File: src/rtl/jesd_ila_pkg.sv
// Shared definitions for the ILA octet generator.
//   K_R / K_A / K_Q : control characters framing and marking ILA multiframes.
//   ila_state_e     : sequencer FSM states.
//   ila_fchk        : FCHK checksum over link-configuration octets 0..12.
package jesd_ila_pkg;

    localparam int unsigned CFG_OCTETS    = 14;
    localparam int unsigned OCT_CNT_W     = 10;
    localparam int unsigned MIN_MF_OCTETS = 17;

    localparam logic [7:0] K_R = 8'h1C;  // K28.0, multiframe start
    localparam logic [7:0] K_A = 8'h7C;  // K28.3, multiframe end
    localparam logic [7:0] K_Q = 8'h9C;  // K28.4, config data follows

    typedef enum logic [0:0] {
        StIdle,
        StRun
    } ila_state_e;

    // Sum of every config octet except the last (which is the checksum slot), mod 256.
    function automatic logic [7:0] ila_fchk(input logic [8*CFG_OCTETS-1:0] cfg);
        logic [7:0] sum;
        sum = '0;
        for (int i = 0; i < CFG_OCTETS - 1; i++) begin
            sum = sum + cfg[8*i +: 8];
        end
        return sum;
    endfunction

endpackage

File: src/rtl/ila_position_counter.sv
// Octet-in-multiframe and multiframe counters for the ILA sequencer.
// Ports:
//   clk, rst       : clock, synchronous active-high reset
//   i_clear        : force both counters to 0 (has priority over i_enable)
//   i_enable       : advance one octet
//   i_mf_len       : octets per multiframe; 0 encodes 1024
//   i_len          : index of the final multiframe
//   o_m, o_mf      : current octet / multiframe index
//   o_last_oct     : o_m is the last octet of the multiframe
//   o_last_mf      : o_mf is the final multiframe
module ila_position_counter
    import jesd_ila_pkg::*;
(
    input  logic                 clk,
    input  logic                 rst,
    input  logic                 i_clear,
    input  logic                 i_enable,
    input  logic [OCT_CNT_W-1:0] i_mf_len,
    input  logic [7:0]           i_len,
    output logic [OCT_CNT_W-1:0] o_m,
    output logic [7:0]           o_mf,
    output logic                 o_last_oct,
    output logic                 o_last_mf
);

    logic [OCT_CNT_W-1:0] m_q, m_d;
    logic [7:0]           mf_q, mf_d;
    logic [OCT_CNT_W-1:0] m_last;

    // 0 - 1 wraps to 1023, so a 1024-octet multiframe needs no special case.
    assign m_last     = i_mf_len - OCT_CNT_W'(1);
    assign o_last_oct = (m_q == m_last);
    assign o_last_mf  = (mf_q == i_len);
    assign o_m        = m_q;
    assign o_mf       = mf_q;

    always_comb begin
        m_d  = m_q;
        mf_d = mf_q;
        if (i_clear) begin
            m_d  = '0;
            mf_d = '0;
        end else if (i_enable) begin
            if (o_last_oct) begin
                m_d  = '0;
                mf_d = mf_q + 8'd1;
            end else begin
                m_d  = m_q + OCT_CNT_W'(1);
            end
        end
    end

    always_ff @(posedge clk) begin
        if (rst) begin
            m_q  <= '0;
            mf_q <= '0;
        end else begin
            m_q  <= m_d;
            mf_q <= mf_d;
        end
    end

endmodule

File: src/rtl/ila_sequencer.sv
// Initial Lane Alignment octet generator for one TX lane.
// Emits one octet per clk (registered) from the cycle after an accepted i_start
// until the final /A/ of the last multiframe, or until i_abort.
// Ports:
//   clk, rst                : clock, synchronous active-high reset
//   i_start, i_abort        : begin on LMFC boundary / terminate on sync request
//   i_F, i_K                : octets per frame - 1, frames per multiframe - 1
//   i_ila_multiframe_length : multiframes in the ILA - 1
//   i_ila_config            : 14 link-configuration octets, octet n at [8n+7:8n]
//   o_data, o_is_k, o_valid : octet stream to the 8b/10b encoder mux
//   o_done                  : pulse with the final /A/
//   o_cfg_err               : F*K < 17 at the last accepted i_start
// Build option: define ILA_CHECKSUM_EN to replace config octet 13 with a computed FCHK.
module ila_sequencer
    import jesd_ila_pkg::*;
(
    input  logic         clk,
    input  logic         rst,
    input  logic         i_start,
    input  logic         i_abort,
    input  logic [7:0]   i_F,
    input  logic [4:0]   i_K,
    input  logic [7:0]   i_ila_multiframe_length,
    input  logic [111:0] i_ila_config,
    output logic [7:0]   o_data,
    output logic         o_is_k,
    output logic         o_valid,
    output logic         o_done,
    output logic         o_cfg_err
);

    ila_state_e state_q, state_d;

    logic [OCT_CNT_W-1:0] mf_len_q;
    logic [7:0]           len_q;
    logic [111:0]         cfg_q;
`ifdef ILA_CHECKSUM_EN
    logic [7:0]           fchk_q;
`endif

    logic [7:0] data_q, data_d;
    logic       is_k_q, is_k_d;
    logic       valid_q, valid_d;
    logic       done_q, done_d;
    logic       cfg_err_q, cfg_err_d;

    logic [8:0]  f1;
    logic [5:0]  k1;
    logic [14:0] mf_prod;
    logic        size_ok;
    logic        start_acc;
    logic        latch_cfg;

    logic                 cnt_clear, cnt_en;
    logic [OCT_CNT_W-1:0] cnt_mf_len;
    logic [7:0]           cnt_len;
    logic [OCT_CNT_W-1:0] cnt_m;
    logic [7:0]           cnt_mf;
    logic                 cnt_last_oct, cnt_last_mf;

    logic [3:0] cfg_idx;
    logic [7:0] cfg_oct;
    logic [7:0] oct_data;
    logic       oct_k;

    // Full-width product so 1024 compares correctly; only 10 bits are kept.
    assign f1        = {1'b0, i_F} + 9'd1;
    assign k1        = {1'b0, i_K} + 6'd1;
    assign mf_prod   = 15'(f1) * 15'(k1);
    assign size_ok   = (mf_prod >= 15'(MIN_MF_OCTETS));
    assign start_acc = i_start && !i_abort && (state_q == StIdle);

    // The start cycle advances the counter before the latches update, so feed it live sizes.
    assign cnt_mf_len = (state_q == StRun) ? mf_len_q : mf_prod[OCT_CNT_W-1:0];
    assign cnt_len    = (state_q == StRun) ? len_q : i_ila_multiframe_length;

    ila_position_counter u_pos (
        .clk        (clk),
        .rst        (rst),
        .i_clear    (cnt_clear),
        .i_enable   (cnt_en),
        .i_mf_len   (cnt_mf_len),
        .i_len      (cnt_len),
        .o_m        (cnt_m),
        .o_mf       (cnt_mf),
        .o_last_oct (cnt_last_oct),
        .o_last_mf  (cnt_last_mf)
    );

    // Octet content for the counter position.
    always_comb begin
        cfg_idx = 4'(cnt_m - OCT_CNT_W'(2));
        cfg_oct = cfg_q[{cfg_idx, 3'b000} +: 8];
`ifdef ILA_CHECKSUM_EN
        if (cfg_idx == 4'(CFG_OCTETS - 1)) begin
            cfg_oct = fchk_q;
        end
`endif
        oct_data = cnt_m[7:0];
        oct_k    = 1'b0;
        if (cnt_m == '0) begin
            oct_data = K_R;
            oct_k    = 1'b1;
        end else if (cnt_last_oct) begin
            oct_data = K_A;
            oct_k    = 1'b1;
        end else if (cnt_mf == 8'd1 && cnt_m == OCT_CNT_W'(1)) begin
            oct_data = K_Q;
            oct_k    = 1'b1;
        end else if (cnt_mf == 8'd1 && cnt_m >= OCT_CNT_W'(2)
                     && cnt_m <= OCT_CNT_W'(CFG_OCTETS + 1)) begin
            oct_data = cfg_oct;
        end
    end

    always_comb begin
        state_d   = state_q;
        cnt_clear = 1'b0;
        cnt_en    = 1'b0;
        latch_cfg = 1'b0;
        data_d    = '0;
        is_k_d    = 1'b0;
        valid_d   = 1'b0;
        done_d    = 1'b0;
        cfg_err_d = cfg_err_q;
        unique case (state_q)
            StIdle: begin
                cnt_clear = 1'b1;
                if (start_acc) begin
                    latch_cfg = 1'b1;
                    cfg_err_d = !size_ok;
                    if (size_ok) begin
                        // Octet 0 is always /R/; emit it now and step the counter to 1.
                        state_d   = StRun;
                        cnt_clear = 1'b0;
                        cnt_en    = 1'b1;
                        data_d    = K_R;
                        is_k_d    = 1'b1;
                        valid_d   = 1'b1;
                    end
                end
            end
            StRun: begin
                if (i_abort) begin
                    state_d   = StIdle;
                    cnt_clear = 1'b1;
                end else begin
                    data_d  = oct_data;
                    is_k_d  = oct_k;
                    valid_d = 1'b1;
                    cnt_en  = 1'b1;
                    if (cnt_last_oct && cnt_last_mf) begin
                        done_d    = 1'b1;
                        state_d   = StIdle;
                        cnt_clear = 1'b1;
                    end
                end
            end
            default: state_d = StIdle;
        endcase
    end

    always_ff @(posedge clk) begin
        if (rst) begin
            state_q   <= StIdle;
            mf_len_q  <= '0;
            len_q     <= '0;
            cfg_q     <= '0;
`ifdef ILA_CHECKSUM_EN
            fchk_q    <= '0;
`endif
            data_q    <= '0;
            is_k_q    <= 1'b0;
            valid_q   <= 1'b0;
            done_q    <= 1'b0;
            cfg_err_q <= 1'b0;
        end else begin
            state_q   <= state_d;
            data_q    <= data_d;
            is_k_q    <= is_k_d;
            valid_q   <= valid_d;
            done_q    <= done_d;
            cfg_err_q <= cfg_err_d;
            if (latch_cfg) begin
                mf_len_q <= mf_prod[OCT_CNT_W-1:0];
                len_q    <= i_ila_multiframe_length;
                cfg_q    <= i_ila_config;
`ifdef ILA_CHECKSUM_EN
                fchk_q   <= ila_fchk(i_ila_config);
`endif
            end
        end
    end

    assign o_data    = data_q;
    assign o_is_k    = is_k_q;
    assign o_valid   = valid_q;
    assign o_done    = done_q;
    assign o_cfg_err = cfg_err_q;

endmodule

File: config.mk
export PLATFORM = sky130hd
export DESIGN_NAME = ila_sequencer
export DESIGN_NICKNAME = d
export VERILOG_FILES = /design/src/rtl/jesd_ila_pkg.sv /design/src/rtl/ila_position_counter.sv /design/src/rtl/ila_sequencer.sv
export SDC_FILE = /design/constraint.sdc
export NUM_CORES = 1
export LEC_CHECK = 0
export CAP_MARGIN = 20
export CORE_UTILIZATION = 25
export DETAILED_ROUTE_END_ITERATION = 7
export DONT_BUFFER_PORTS = 1
export GPL_TIMING_DRIVEN = 0
export HOLD_SLACK_MARGIN = 0.05
export PLACE_DENSITY = 0.5
export SLEW_MARGIN = 30
export SYNTH_ARGS = -nofsm -noshare
export SYNTH_HDL_FRONTEND = slang
export SYNTH_SLANG_ARGS = --single-unit
File: constraint.sdc
create_clock -name clk -period 14.47 [get_ports clk]
set_input_delay 1.447 -clock clk [delete_from_list [all_inputs] [get_ports clk]]
set_output_delay 1.447 -clock clk [all_outputs]
set_load 0.05 [all_outputs]
==> flow_metrics.tcl <==
set metrics [dict create \
    status "finished, final reports clean" \
    finalSetupViolations 0 \
    post-route-drc-count 0 \
    synth_flop_cell "dfxtp_1" \
    crit_type "in -> reg" \
    area_delta_synth_final_pct 13.42 \
    synth_compound_area_frac 0.1480 \
    io_pins 149 \
    synth_edf_count 0 \
    rsz0062_at_grt "no" \
    synth-adder-area-share 0.1052 \
    rows 71 \
    clk_pin_slew_ps 70 \
    hpwl_um 24190 \
    cts_tree "built" \
    die_area_mm2 0.03904 \
    holdBufCountCts 0 \
    ant_nets 0 \
    grt_max_degree 18 \
    fin_ws_ps 6797 \
    syn_area_mm2 0.009564 \
    die_h_um 197.6 \
    p_leak_nw 3.934 \
    arrival_ps 8000 \
    peakVddDrop_v 0.00008702 \
    synth_xor_xnor_area_share 0.04356 \
    grt-ovfl-total 0 \
    dpl_cell_area_mm2 0.01020 \
    seq_area_mm2 0.003223 \
    postSynth.asyncResetShare 0 \
    placedCellCount 1689 \
    grt_util_all_layers 0.1593 \
    min_period_ps 7673 \
    ys_seq_elements 161 \
    place_worst_setup_slack_ps 6383 \
    period_share 0.5303 \
    hp-class "reg -> reg" \
    drv_cap 0 \
    crit_path_start_kind "input port" \
    yosys.area_share.simple 0.2297 \
    worst_pin_slew_ps 879.1 \
    die_w_um 197.6 \
    multiInputGateArea_mm2 0.005841 \
    final_nets 1398 \
    fin_cells 1724 \
    place_congestion 0.8134 \
    wl_um 30530 \
    drive_gt1_frac 0.07432 \
    fin_util 0.2880 \
    drv_slew 0 \
    slew_headroom 0.4097 \
    syn-num-nets 1378 \
    grt_antenna_before_repair 4 \
    post_cts_buffers 0 \
    drtIter0Drc 491 \
    vias_per_cell 4.726 \
    synth_top_family_by_area "simple AND/OR/NAND/NOR gates" \
    avgSynthCellArea_um2 8.119 \
    cts_resized 0 \
    grt_pass1_wl_um 47450 \
    fin_tns_setup_ps 0 \
    finalPower_mw 1.411 \
    synth_cells 1178 \
    yosys_warnings 0 \
    fin_hold_ws_ps 453.7 \
    ys_seq_area_frac 0.3370 \
    start_util 0.2539 \
    io_buffers 0 \
    n_fill_cell 4133 \
    synthMuxAreaShare 0.08373 \
    num_vias 8147 \
    avgRoutedWirePerCell_um 17.71 \
    drt-pass1-iter-count 5 \
    worstPathRequired_ps 14790 \
    clockBufferDepth 2 \
    core_mm2 0.03767 \
    max_freq_ghz 0.1303 \
    crit_path_end_kind "register" \
    cts_buffers 17 \
    crit_fanout 10 \
    clk_latency_ps 440 \
    finalHoldViolCount 0 \
    clkSinkCount 161 \
    h-tree-depth 4 \
    grt_pass1_vias 8078 \
    clockRootBuffer "clkbuf_16" \
    finish.instance_area_mm2 0.01085 \
    power_density_mw_per_mm2 130.0 \
    ys_types 78 \
    finClkSkew_ps 16.70 \
]
-- worst max-delay path, cell delays in order --
cell      delay [ps]
clkbuf_1         370
and3_1           290
xor2_1           600
nor2b_1          240
fa_1             480
fa_1             550
inv_1             60
fa_1             530
inv_1             40
ha_1             360
a21oi_1          350
o21ai_0          200
a21oi_1          490
mux2i_1          260
nand4b_1         270
o31ai_1          480
clkbuf_1         420
nor2_1           220
nand2_2          250
nor2_1            70
-- layout by cell type, fill, tap and decap left out, types with 7 or more instances in the layout --
cell type  instances
nand2b_1          12
clkbuf_1          60
nor2b_1           16
or4_1              7
dfxtp_1          161
mux2i_1           17
clkbuf_16         17
o31ai_1           10
a21oi_1          161
o21ai_0           14
inv_1             53
fa_1              29
a211oi_1           7
mux2_2             8
and3_1            11
nand3_1           18
nor3_1            18
ha_1              34
nand2_1          310
nor2_1            49
xor2_1            13
xnor2_1           32
mux4_2            24
-- cell usage after synthesis (6+ instances only) --
library cell	number	area, µm²
dfxtp_1	161	3223
nand2_1	310	1164
or4_1	7	52.55
o31ai_1	10	75.07
o21ai_0	14	70.07
and2_1	6	37.54
nand3_1	18	90.09
xor2_1	13	113.9
mux2_2	8	90.09
a21o_1	6	45.04
clkbuf_1	60	225.2
nor3_1	19	95.09
fa_1	29	580.6
nand2b_1	12	75.07
mux2i_1	17	170.2
inv_1	53	198.9
nor2b_1	16	100.1
mux4_2	24	540.5
nor2_1	49	183.9
ha_1	34	425.4
a21oi_1	161	805.8
xnor2_1	32	280.3
a211oi_1	7	52.55
and3_1	11	68.82
or2_2	6	37.54
-- sequential cells by signal, indices dropped and copies added, names as in the netlist --
signal	flops
cfg_q	112
len_q	8
mf_len_q	10
o_cfg_err	1
o_data	8
o_done	1
o_is_k	1
o_valid	1
state_q	1
u_pos.o_m	10
u_pos.o_mf	8
-- cells by family after synthesis --
logic type | Yosys count
and+or+nand+nor | 491
buffers and inverters | 127
DFF | 161
muxes | 49
AOI/OAI and AO/OA | 241
xor gates and xnor gates | 46
adders and majority gates | 63
-- cell type report --
cell class                      instances  area share
Clock inverter                         14     0.01730
Buffer                                 74     0.02826
Antenna cell                            2   0.0004614
Clock buffer                           18     0.04048
Sequential cell                       161      0.2971
Multi-Input combinational cell        890      0.5384
Inverter                               53     0.01834
Tap cell                              511     0.05894
Timing Repair Buffer                    1   0.0006920
-- path summary, 6_finish.rpt --
kind	cells past startpoint	slack, ps	to	from
hold reg to reg	2	450	cfg_q[45]$_SDFFE_PP0P_	cfg_q[45]$_SDFFE_PP0P_
setup reg to reg	17	9780	u_pos.o_mf[4]$_SDFFE_PP0P_	state_q$_SDFF_PP0_
hold / removal	2	450	cfg_q[45]$_SDFFE_PP0P_	cfg_q[45]$_SDFFE_PP0P_
setup / recovery	20	6800	u_pos.o_m[9]$_SDFFE_PP0P_	i_K[0]
-- report_power, final --
| part | switching [mW] | internal [mW] |
|---|---|---|
| Combinational | 0.268 | 0.177 |
| Sequential | 0.0164 | 0.465 |
| Clock | 0.214 | 0.270 |
| Total | 0.499 | 0.912 |
-- per-layer routing --
metal / share of wire / GRT usage
met5: 0.00098 / 0
met4: 0.0078 / 0.02900
met3: 0.053 / 0.03585
met2: 0.48 / 0.2656
met1: 0.46 / 0.2107
Note: power is estimated with default switching activity, not from simulation.
